`src/rtl/xillybus_bridge_pkg.sv`:
```
// Shared definitions for the Xillybus host-to-PL prefetch bridge:
// default widths, the session FSM encoding and a pointer-width helper.
package xillybus_bridge_pkg;

    localparam int DW_DEFAULT    = 32;
    localparam int DEPTH_DEFAULT = 2;
    localparam int CNT_W_DEFAULT = 32;

    // Session state: CLOSED while the host file is not open, RUN otherwise.
    typedef enum logic {
        ST_CLOSED = 1'b0,
        ST_RUN    = 1'b1
    } state_t;

    // Bits needed to index n entries, never less than one.
    function automatic int clog2_min1(input int n);
        int w;
        w = 1;
        while ((1 << w) < n) w++;
        return w;
    endfunction

endpackage

```
`src/rtl/bridge_prefetch_buf.sv`:
```
// DEPTH-entry register ring for the prefetch bridge. Pushes write at the
// tail, pops advance the head; both may happen in the same cycle, including
// when exactly one word is held. A synchronous clear empties the ring.
module bridge_prefetch_buf
    import xillybus_bridge_pkg::*;
#(
    parameter int DW    = DW_DEFAULT,
    parameter int DEPTH = DEPTH_DEFAULT,
    localparam int PW   = clog2_min1(DEPTH),
    localparam int OW   = clog2_min1(DEPTH + 1)
) (
    input  logic          bus_clk,
    input  logic          bus_rst_n,
    input  logic          clr,
    input  logic          push,
    input  logic [DW-1:0] push_data,
    input  logic          pop,
    output logic [DW-1:0] head_data,
    output logic          not_empty,
    output logic [OW-1:0] occupancy
);

    localparam logic [PW-1:0] LAST_PTR = PW'(DEPTH - 1);

    logic [DW-1:0] mem [DEPTH];
    logic [PW-1:0] head;
    logic [PW-1:0] tail;
    logic          do_pop;
    logic [OW-1:0] occupancy_next;

    // Wrap-around increment that also works for non-power-of-two depths.
    function automatic logic [PW-1:0] ptr_inc(input logic [PW-1:0] p);
        return (p == LAST_PTR) ? '0 : p + PW'(1);
    endfunction

    // A pop of an empty ring is meaningless; ignore it here as well.
    assign do_pop = pop & not_empty;

    // Next occupancy from the push/pop pair; push+pop leaves it unchanged.
    always_comb begin
        // NOTE: default assigned first so every path drives it and no latch is inferred.
        occupancy_next = occupancy;
        case ({push, do_pop})
            2'b10:   occupancy_next = occupancy + OW'(1);
            2'b01:   occupancy_next = occupancy - OW'(1);
            default: occupancy_next = occupancy;
        endcase
    end

    // Ring storage, pointers and occupancy; clear has priority over traffic.
    always_ff @(posedge bus_clk or negedge bus_rst_n) begin
        if (!bus_rst_n) begin
            // NOTE: the storage is reset because the head slot is visible on the output port.
            for (int i = 0; i < DEPTH; i++) mem[i] <= '0;
            head      <= '0;
            tail      <= '0;
            occupancy <= '0;
            not_empty <= 1'b0;
        end else if (clr) begin
            for (int i = 0; i < DEPTH; i++) mem[i] <= '0;
            head      <= '0;
            tail      <= '0;
            occupancy <= '0;
            not_empty <= 1'b0;
        end else begin
            // NOTE: non-blocking assignments so every register samples pre-edge values.
            if (push) begin
                mem[tail] <= push_data;
                tail      <= ptr_inc(tail);
            end
            if (do_pop) head <= ptr_inc(head);
            occupancy <= occupancy_next;
            not_empty <= (occupancy_next != '0);
        end
    end

    assign head_data = mem[head];

endmodule

```
`src/rtl/xillybus_hls_in_bridge.sv`:
```
// Prefetch bridge from the Xillybus host-to-PL FIFO (one-cycle read latency)
// to an HLS ap_fifo input. Holds the session FSM, the read-credit logic, the
// delivered-word counter and the sticky read-while-empty flag.
// Optional build macro XILLYBUS_BRIDGE_STALL_STATS_EN enables the saturating
// starvation counter on stall_count; otherwise stall_count is tied to zero.
module xillybus_hls_in_bridge
    import xillybus_bridge_pkg::*;
#(
    parameter int DW    = DW_DEFAULT,
    parameter int DEPTH = DEPTH_DEFAULT,
    parameter int CNT_W = CNT_W_DEFAULT
) (
    input  logic             bus_clk,
    input  logic             bus_rst_n,
    input  logic             stream_open,
    input  logic [DW-1:0]    fifo_dout,
    input  logic             fifo_empty,
    output logic             fifo_rd_en,
    output logic [DW-1:0]    in_r_dout,
    output logic             in_r_empty_n,
    input  logic             in_r_read,
    output logic [CNT_W-1:0] word_count,
    output logic             rd_err,
    output logic [CNT_W-1:0] stall_count
);

    localparam int            OW        = clog2_min1(DEPTH + 1);
    localparam logic [OW:0]   DEPTH_LIM = (OW + 1)'(DEPTH);

    state_t        state;
    state_t        state_next;
    logic          inflight;
    logic          pop;
    logic          clr;
    logic [OW-1:0] occupancy;
    logic [OW:0]   committed;

    // A pop is only real when the head word is valid.
    assign pop = in_r_read & in_r_empty_n;

    // Session storage is flushed while closed and on the edge that closes it,
    // so the cycle after stream_open falls already shows an empty bridge.
    assign clr = (state == ST_CLOSED) | ~stream_open;

    // Session state register.
    always_ff @(posedge bus_clk or negedge bus_rst_n) begin
        if (!bus_rst_n) state <= ST_CLOSED;
        else            state <= state_next;
    end

    // Next state and read credit: words held plus word in flight, less the
    // one leaving this cycle, must leave room for one more.
    always_comb begin
        state_next = state;
        fifo_rd_en = 1'b0;
        committed  = {1'b0, occupancy} + (OW + 1)'(inflight) - (OW + 1)'(pop);
        case (state)
            ST_CLOSED: begin
                if (stream_open) state_next = ST_RUN;
            end
            ST_RUN: begin
                if (!stream_open) state_next = ST_CLOSED;
                fifo_rd_en = !fifo_empty && (committed < DEPTH_LIM);
            end
            default: state_next = ST_CLOSED;
        endcase
    end

    // Tracks the read issued last cycle; its data is on fifo_dout now.
    // A read issued on the closing cycle is dropped with the session.
    always_ff @(posedge bus_clk or negedge bus_rst_n) begin
        if (!bus_rst_n) inflight <= 1'b0;
        else if (clr)   inflight <= 1'b0;
        else            inflight <= fifo_rd_en;
    end

    bridge_prefetch_buf #(
        .DW    (DW),
        .DEPTH (DEPTH)
    ) u_buf (
        .bus_clk   (bus_clk),
        .bus_rst_n (bus_rst_n),
        .clr       (clr),
        .push      (inflight),
        .push_data (fifo_dout),
        .pop       (pop),
        .head_data (in_r_dout),
        .not_empty (in_r_empty_n),
        .occupancy (occupancy)
    );

    // Words handed to the HLS core this session; wraps naturally.
    always_ff @(posedge bus_clk or negedge bus_rst_n) begin
        if (!bus_rst_n)  word_count <= '0;
        else if (clr)    word_count <= '0;
        else if (pop)    word_count <= word_count + CNT_W'(1);
    end

    // Sticky flag for an HLS read attempted with no valid word.
    always_ff @(posedge bus_clk or negedge bus_rst_n) begin
        if (!bus_rst_n)                      rd_err <= 1'b0;
        else if (clr)                        rd_err <= 1'b0;
        else if (in_r_read && !in_r_empty_n) rd_err <= 1'b1;
    end

`ifdef XILLYBUS_BRIDGE_STALL_STATS_EN
    // Cycles the HLS core waits because the host has nothing queued; saturates.
    always_ff @(posedge bus_clk or negedge bus_rst_n) begin
        if (!bus_rst_n)
            stall_count <= '0;
        else if (clr)
            stall_count <= '0;
        else if (!in_r_empty_n && fifo_empty && (stall_count != '1))
            stall_count <= stall_count + CNT_W'(1);
    end
`else
    assign stall_count = '0;
`endif

endmodule

```
`config.mk`:
```
export PLATFORM = sky130hd
export DESIGN_NAME = xillybus_hls_in_bridge
export DESIGN_NICKNAME = d
export VERILOG_FILES = /design/src/rtl/xillybus_bridge_pkg.sv /design/src/rtl/bridge_prefetch_buf.sv /design/src/rtl/xillybus_hls_in_bridge.sv
export SDC_FILE = /design/constraint.sdc
export NUM_CORES = 1
export LEC_CHECK = 0
export CAP_MARGIN = 20
export CORE_ASPECT_RATIO = 0.5
export CORE_MARGIN = 5
export CORE_UTILIZATION = 30
export CTS_CLUSTER_SIZE = 12
export DETAILED_ROUTE_END_ITERATION = 10
export GPL_ROUTABILITY_DRIVEN = 0
export PLACE_DENSITY = 0.6
export SYNTH_ARGS = -nofsm -noshare
export SYNTH_HDL_FRONTEND = slang
export SYNTH_HIERARCHICAL = 1
export SYNTH_SLANG_ARGS = --single-unit
```
`constraint.sdc`:
```
create_clock -name bus_clk -period 3.7 [get_ports bus_clk]
set_input_delay 0.37 -clock bus_clk [delete_from_list [all_inputs] [get_ports bus_clk]]
set_output_delay 0.37 -clock bus_clk [all_outputs]
set_load 0.1 [all_outputs]
```
=== Yosys cells after proc, flatten, opt, wreduce, memory -nomap -nowiden ===
Index checks and enable logic that the tools add are counted.

* Register bits after elaboration: 104
* Input port bits: 37
* Output and inout bits: 99
* Logic and storage cells: 64

* Add/sub/neg operators: 7
* Magnitude comparators: 4
* Eq/ne operators: 2
* Mux-type cells: 24
* Bitwise gates (word level): 7
* Reduce and logical (&&, ||, !) cells: 10

{| class="wikitable"
|+ Operator list
! kind !! number
|-
| 2-to-1 mux 32 bit || 6
|-
| 2-to-1 mux 64 bit || 2
|-
| bitwise mux 64 bit || 1
|-
| adder 32 x 1 -> 32 bit, second input constant || 1
|-
| demux 32 bit (select 1 bit) || 1
|-
| 2-to-1 mux 1 bit || 12
|-
| nonzero test 2 bit || 5
|-
| greater-or-equal comparator 2 bit, second input constant || 2
|-
| inverter 1 -> 2 bit || 2
|-
| case mux 2 bit (2 select lines) || 1
|-
| adder 2 x 1 -> 3 bit || 1
|-
| logical AND 1 bit || 3
|-
| < comparator 3 x 2 -> 1 bit, second input constant || 1
|-
| subtractor 3 x 1 -> 3 bit || 1
|-
| adder 1 bit, second input constant || 2
|-
| adder 2 x 1 -> 2 bit, second input constant || 1
|-
| bitwise AND 1 bit || 2
|-
| equality test 2 x 1 -> 1 bit, second input constant || 1
|-
| equality test 2 bit, second input constant || 1
|-
| logical NOT 1 bit || 2
|-
| < comparator 2 x 1 -> 1 bit, second input constant || 1
|-
| 2-to-1 mux 2 bit || 1
|-
| inverter 1 bit || 2
|-
| subtractor 2 x 1 -> 2 bit, second input constant || 1
|-
| bitwise OR 1 bit || 1
|}

=== Logic depth before layout (Yosys ltp) ===
Gate-level depths: netlist (run 1).

* Depth after elaboration: 8
* Mapped depth: 8
* Gate-level depth less buffers: 7

=== Cells and area by module ===
Netlist (run 1), hierarchy kept.

{| class="wikitable"
|+ Modules (own cells, without submodules)
! module !! instances !! cells each !! area an instance (um2) !! sequential area each (um2)
|-
| bridge_prefetch_buf || 1 || 342 || 3,164.3 || 1,726.7
|-
| xillybus_hls_in_bridge || 1 || 235 || 2,158.3 || 875.8
|}

=== Worst setup path before layout (run 1) ===
OpenSTA, ideal clock, no wires.

* Kind: register to output
* Start point: register u_buf.not_empty
* End point: output port fifo_rd_en
* Arrival: 4.241 ns
* Data required time: 3.330 ns
* Setup slack: -0.911 ns
* Stages on the path, launching flop included: 7
* Buffers on the path: 0
* Cell sequence: dfrtp_1 nand2_1 nor2_1 o21ai_0 fa_1 xor2_1 nor3_1

* Cells in the longest elaborated chain, start to end: 5

{| class="wikitable"
|+ Ends and longest elaborated chain
! what !! line !! text
|-
| start: declaration || bridge_prefetch_buf.sv:19 || <nowiki>output logic not_empty,</nowiki>
|-
| start signal: assignment || bridge_prefetch_buf.sv:73 || <nowiki>not_empty <= (occupancy_next != '0);</nowiki>
|-
| bitwise AND 1 bit || xillybus_hls_in_bridge.sv:39 || <nowiki>assign pop = in_r_read & in_r_empty_n;</nowiki>
|-
| subtractor 3 x 1 -> 3 bit || xillybus_hls_in_bridge.sv:56 || <nowiki>committed = {1'b0, occupancy} + (OW + 1)'(inflight) - (OW + 1)'(pop);</nowiki>
|-
| < comparator 3 x 2 -> 1 bit || xillybus_hls_in_bridge.sv:63 || <nowiki>fifo_rd_en = !fifo_empty && (committed < DEPTH_LIM);</nowiki>
|-
| logical AND 1 bit || xillybus_hls_in_bridge.sv:63 ||
|-
| 2-to-1 mux 1 bit || xillybus_hls_in_bridge.sv:57 || <nowiki>case (state)</nowiki>
|-
| end: declaration || xillybus_hls_in_bridge.sv:18 || <nowiki>output logic fifo_rd_en,</nowiki>
|}

Every way passes these cells.

=== Worst setup path after layout (run 1) ===
* Start point: input port in_r_read
* End point: output port fifo_rd_en

* Cells in the longest elaborated chain, start to end: 5

{| class="wikitable"
|+ Ends and longest elaborated chain
! what !! line !! text
|-
| start: declaration || xillybus_hls_in_bridge.sv:21 || <nowiki>input logic in_r_read,</nowiki>
|-
| bitwise AND 1 bit || xillybus_hls_in_bridge.sv:39 ||
|-
| subtractor 3 x 1 -> 3 bit || xillybus_hls_in_bridge.sv:56 ||
|-
| < comparator 3 x 2 -> 1 bit || xillybus_hls_in_bridge.sv:63 ||
|-
| logical AND 1 bit || xillybus_hls_in_bridge.sv:63 ||
|-
| 2-to-1 mux 1 bit || xillybus_hls_in_bridge.sv:57 ||
|}

Every way passes these cells.

==> metrics, run 1 <==
vias in the first global route approximately 4400; Setup Buffers After CTS 0; Cells after Synth 577; die area between 0.02 and 0.025 mm²; Fillers 1765; CP bufs+invs 2; post-route cell area 0.00665 mm²; largest delay contributor family on the critical path buffers and inverters; hpwl dp just over 9 mm; Die X roughly 200 µm; TritonCTS clock tree built; Hold Buf Count CTS 0; Setup crit start kind primary input; status complete, no violations; Area growth, synth to finish 24.8%; final antenna-violating net count 0; Post-synth top flop dfrtp_1; clk buf depth 2; CP Data Required Time 3.33 ns; cell taking the most area after synthesis dfrtp_1; n_diodes 0; grt ovf 0; synthesized area roughly 0.0053 mm²; adder-cell area share of the yosys netlist less than 1%; slowest library cell on the worst path clkdlybuf4s50_1; CP endpoint kind primary output; GRT Overall Usage between 10% and 20%; CP Depth 8; initial core utilization 30.6%; mux cell area share after synthesis between 7 and 8%; Post-route DRC 0; critical-path cell list clkdlybuf4s50_1 > nand2_1 > nor2_1 > o21ai_0 > fa_1 > xor2_1 > nor3_4 > buf_12; MaxCap Viol Count 0; kind of path behind the tightest hold check primary input to asynchronous set/reset pin; root buffer cell clkbuf_16; first-pass GRT wire length between 20 and 25 mm; I/O Buffers 103; Die Ht roughly 100 µm; Final WS setup around 0.85 ns; Post-synth EDFFs 0; RSZ-0062 raised after global routing false; nets slightly above 700; Synth async-reset ratio 100%; worst skew pair latency ~0.35 ns; Routed WL 14.1 mm; largest family of logic cells by synthesized area simple AND/OR/NAND/NOR gates; WL per Instance ~16 µm; post_cts resized 0; Setup Total Neg Slack 0 ns; crit path launch in_r_read; share of cells above drive strength 1 about 15%; CTS buffer count 9; clock sink total around 100; Worst Skew between 0.009 and 0.01 ns; dpl ws roughly 0.83 ns; Achievable Freq roughly 350 MHz; vias per cell ~4.8; post-layout minimum cycle time between 2 and 3 ns; initial drt markers roughly 190; most common cell in the netlist nand2_1; Synth Area in Simple Gates 21.4%; fin util about two fifths; Slew Viols, Final 0; Slew Limit Headroom 31.2%; Fin. Hold Viols 0; Unique masters post-synth just over 40; top-area cell type share of the netlist area 48.9%; Warnings, synthesis 6; crit path kind primary input to primary output; placed inst area roughly 0.0064 mm²; actual slew at the worst max-slew pin around 1.0 ns; VDD IR max between 0.2 and 0.25 mV; first-pass detailed-route iteration total 4; #FFs+latches synth about 100; post-synthesis compound-gate area fraction 10.8%; register area share after synthesis approximately half; CP max FO 7; total vias in the final route 4301; CTS clk-pin slew, worst paths 0.08 ns; PwrDens approximately 360 mW/mm²; period utilization 77.0%; IO Pins roughly 140; Final setup viols 0; critical path's largest stage delay roughly 0.55 ns; core area approximately 0.017 mm²; Leak 2.70 nW; row cnt 34; most frequent cells after synthesis nand2_1, dfrtp_1, a21oi_1; largest net degree at the start of global routing 56; Reg2Reg Depth 5; CTS H-tree lvls 3; Post-Synth XOR/XNOR Area under 10%; main area contributors after synthesis dfrtp_1, nand2_1, a21oi_1, mux2_2, buf_4; Synth Area per Inst between 9 and 10 µm²; Reg-to-Reg Start word_count[0]$_DFFE_PN0P_; initial antenna violation count 0; Arr. time, crit path 2.48 ns
-- final timing paths --
path	to	slack [ns]
min in group bus_clk	state$_DFF_PN0_	0.48
max in group asynchronous	word_count[2]$_DFFE_PN0P_	2.74
min	u_buf/mem[42]$_DFFE_PN0P_	0.07
max reg2reg	word_count[24]$_DFFE_PN0P_	1.37
min reg2reg	u_buf/mem[28]$_DFFE_PN0P_	0.52
max	fifo_rd_en	0.85
-- where the power goes --
part / internal (mW) / switching, mW / total [mW]
clock network: 0.473 / 0.470 / 0.943
registers: 1.14 / 0.00317 / 1.14
logic: 0.0527 / 0.241 / 0.294
-- metal layers --
| metal | vias to the layer above | GRT usage, % | part of all wire (%) | routed length, µm |
|---|---|---|---|---|
| met3 | 10 | 3.66 | 4.3 | 611 |
| li1 | 2095 | - | - | - |
| met5 | - | 0 | 0 | 0 |
| met2 | 87 | 24.1 | 50 | 7030 |
| met1 | 2109 | 17.3 | 45 | 6280 |
| met4 | 0 | 3.05 | 1.0 | 141 |
-- layout make-up --
cell class / instances / area [µm²] / area share (%)
clock buffer: 9 / 225 / 3.39
clock inverter: 7 / 62.6 / 0.941
inverter: 5 / 18.8 / 0.282
multi-input combinational: 432 / 2420 / 36.4
sequential: 104 / 2600 / 39.2
tap: 234 / 293 / 4.41
timing repair buffer: 112 / 1030 / 15.4
-- registers in the layout (all words and copies together), names as in the netlist --
name and count:
u_buf/mem 64, state 1, u_buf/not_empty 1, inflight 1, u_buf/head 1, u_buf/occupancy 2, u_buf/tail 1, word_count 32
rd_err 1
-- logic make-up (layout without fill, tap and decap cells) --
logic type	Yosys count	after routing
AOI/OAI and AO/OA	107	107
xor gates and xnor gates	16	16
adders and majority gates	3	3
buffers and inverters	72	133
DFF	104	104
muxes	34	34
other	1	32
and+or+nand+nor	240	240
-- per-stage QoR --
step | instances | power, mW | hold slack (ns)
3_5_place_dp | 887 | 1.46 | 0.485
5_1_grt | 903 | 2.49 | 0.132
6_report | 903 | 2.38 | 0.0680
3_3_place_gp | 887 | 1.46 | 0.477
2_1_floorplan | 608 | 1.40 | 0.0744
4_1_cts | 903 | 2.44 | 0.0896
-- placed cells by master (no fill, tap or decap), types with 2 or more instances in the layout --
cell type / synthesis / final
clkdlybuf4s50_1: 0 / 69
o21ai_0: 7 / 7
nor3_1: 4 / 3
and4_1: 5 / 5
mux2i_1: 2 / 2
nand4_1: 14 / 14
o21a_1: 2 / 2
and2_1: 6 / 6
buf_4: 39 / 42
xor2_1: 8 / 8
nor4_1: 6 / 6
xnor2_1: 8 / 8
ha_1: 2 / 2
or3_1: 6 / 6
and3_1: 7 / 7
inv_6: 0 / 4
o31a_1: 2 / 2
clkbuf_16: 0 / 9
mux2_2: 32 / 32
nand2b_1: 4 / 4
inv_1: 4 / 3
conb_1: 1 / 32
nor2_1: 16 / 16
dfrtp_1: 104 / 104
o31ai_1: 10 / 10
a21oi_1: 84 / 84
or4_1: 10 / 10
nand2_1: 148 / 148
nand3_1: 6 / 6
Note: power is estimated with default switching activity, not from simulation.
==> inputs of run 2 (changes only) <==
PLACE_DENSITY = 0.62   (was 0.6)
clock period = 2.35 ns   (was 3.7 ns; I/O delays follow)
==> metrics, run 2 (synthesis gave the netlist of run 1 again) <==
Biggest register u_buf/mem; most common cell after layout, fill and taps aside nand2_1; post-layout minimum cycle time approximately 2.3 ns; internal power 2.73 mW (+64%); Area growth, synth to finish 34.6%; first-pass detailed-route iteration total 5 (+1); max FFs per register 64 (unchanged); Slew Viols, Final 0 (unchanged); switch share 28.2% (-1.8 points); Leak 2.95 nW (+9.2%); hold depth 1; kind of path behind the tightest hold check primary input to flip-flop; critical path's largest stage delay 0.50 ns (-0.05 ns); Hold EP state$_DFF_PN0_; most frequent cells in the layout nand2_1, dfrtp_1, a21oi_1; final antenna-violating net count 0 (unchanged); Sw Pwr 1.07 mW (+50%); Worst Skew 0.0132 ns (+0.00380 ns); first-pass GRT wire length 23.0 mm (-0.51%); Slew Limit Headroom 61.6% (+30 points); hpwl dp 9.39 mm (+0.61%); clock sink total 104 (unchanged); Sequential Power Share 47.3% (-0.7 points); initial core utilization 30.6% (unchanged); Die Ht 104 µm (unchanged); CTS H-tree lvls 3 (unchanged); Reg-to-Reg Start word_count[13]$_DFFE_PN0P_; WL per Instance 15.4 µm (-0.96%); largest net degree at the start of global routing 88 (+57%); CP Data Required Time 2.12 ns (-1.21 ns); MaxCap Viol Count 0 (unchanged); vias per cell 4.83 (+1.5%); nets 719 (+2.1%); Reg2Reg Depth 5 (unchanged); vias in the first global route 4279 (-1.9%); IO Pins 136 (unchanged); period utilization 99.5%; Achievable Freq 428 MHz; CTS clk-pin slew, worst paths 0.07 ns (about the same); n_diodes 0 (unchanged); share of cells above drive strength 1 22.8% (+8.2 points); root buffer cell clkbuf_16; largest delay contributor family on the critical path flip-flops; core area 0.0174 mm² (unchanged); Fin. Hold Viols 0 (unchanged); Final setup viols 0 (unchanged); Post-route DRC 0 (unchanged); I/O Buffers 103 (unchanged); slowest library cell on the worst path dfrtp_4; Pwr Total 3.81 mW (+60%); worst min-delay path startpoint stream_open; clock power share 39.8% (+0.2 points); worst skew pair latency 0.34 ns (about the same); clk buf depth 2 (unchanged); GRT Overall Usage 13.6% (-0.20 points); row cnt 34 (unchanged); Setup crit start kind flip-flop; grt ovf 0 (unchanged); actual slew at the worst max-slew pin 0.576 ns (-0.453 ns); Reg2Reg Capture Point word_count[27]$_DFFE_PN0P_; Die X 198 µm (unchanged); Routed WL 14.2 mm (+0.69%); initial drt markers 170 (-9.1%); status complete, no violations; placed inst area 0.00685 mm² (+7.7%); initial antenna violation count 0 (unchanged); RSZ-0062 raised after global routing true; Arr. time, crit path 2.10 ns (-0.38 ns); CP max FO 3 (-4); CTS buffer count 9 (unchanged); critical-path cell list nand2_4 > and2_4 > o21ai_2 > fa_2 > xor2_2 > nor3_4 > buf_12; worst reg2reg setup slack 0.31 ns (-1.06 ns); Comb power frac 12.9% (+0.6 points); post-route cell area 0.00716 mm² (+7.8%); crit path kind flip-flop to primary output; CP endpoint kind primary output; PwrDens 531 mW/mm² (+48%); VDD IR max 0.341 mV (+67%); Top Registers u_buf/mem x64, word_count x32, u_buf/occupancy x2; TritonCTS clock tree built; CP bufs+invs 1 (-1); die area 0.0207 mm² (unchanged); total vias in the final route 4437 (+3.2%)
## run 2: changes by cell type in the layout (fill, tap and decap cells not counted), sizes merged
cell / before / now
dlygate4sd3: 0 / 1
clkbuf: 9 / 10
inv: 9 / 5
clkinv: 2 / 4
buf: 43 / 91
bufinv: 0 / 1
clkdlybuf4s50: 69 / 35
## run 2: per-stage QoR
stage / setup slack (ns) / utilization, % / setup TNS [ns] / instances / hold slack [ns]
after floorplan: -0.211 / - / -0.211 / 608 / -0.0606
after global placement: 0.0612 / 39.3 / 0 / 900 / 0.270
after detailed placement: 0.0350 / 39.3 / 0 / 900 / 0.272
after CTS: -0.0258 / 41.2 / -0.0258 / 918 / 0.345
after global routing: -0.0768 / 41.2 / -0.0768 / 918 / 0.368
final: 0.0129 / 41.2 / 0 / 918 / 0.363
## run 2: metal layers
layer  track usage, %  up-vias  wire length (µm)
li1                 -     2125                 -
met1             18.0     2223              6260
met4             2.21        0                93
met2             23.2       81              7220
met3             3.07        8               590
met5                0        -                 0
## run 2: what timing repair did
action / in CTS / in global routing
setup endpoints to repair: 1 / 1
hold buffers: 1 / 0
pin swaps: 0 / 0
buffers inserted: 1 / 0
hold endpoints to repair: 38 / 0
gates resized for setup: 1 / 0
## run 2: final cells by class
cell class	count	area [µm²]
timing repair buffer	127	1490
fill	1716	10200
tap	234	293
multi-input combinational	432	2450
clock inverter	6	68.8
sequential	104	2610
clock buffer	10	229
inverter	5	18.8
## run 2: worst max-delay path by stage
stage,startpoint,endpoint,slack (ns),depth (start not counted)
after floorplan,u_buf/not_empty$_DFF_PN0_,fifo_rd_en,-0.21,6
after global placement,in_r_read,fifo_rd_en,0.06,8
after detailed placement,in_r_read,fifo_rd_en,0.04,8
after CTS,u_buf/not_empty$_DFF_PN0_,fifo_rd_en,-0.03,7
after global routing,u_buf/not_empty$_DFF_PN0_,fifo_rd_en,-0.08,7
final,u_buf/not_empty$_DFF_PN0_,fifo_rd_en,0.01,7
## run 2: worst register-to-register path: cells and delay by family (launching register included)
family                 cells  cell delay [ns]
AND/OR/NAND/NOR            2             0.71
buffers and inverters      1             0.31
flip-flops                 1             0.46
AO/OA/AOI/OAI              2             0.47
## run 2: power groups by stage
stage	clock (mW)	sequential (mW)	combinational (mW)
2_1_floorplan	0	1.84	0.362
3_3_place_gp	0	1.84	0.489
3_5_place_dp	0	1.84	0.491
4_1_cts	1.58	1.80	0.495
5_1_grt	1.66	1.80	0.518
6_report	1.51	1.80	0.491
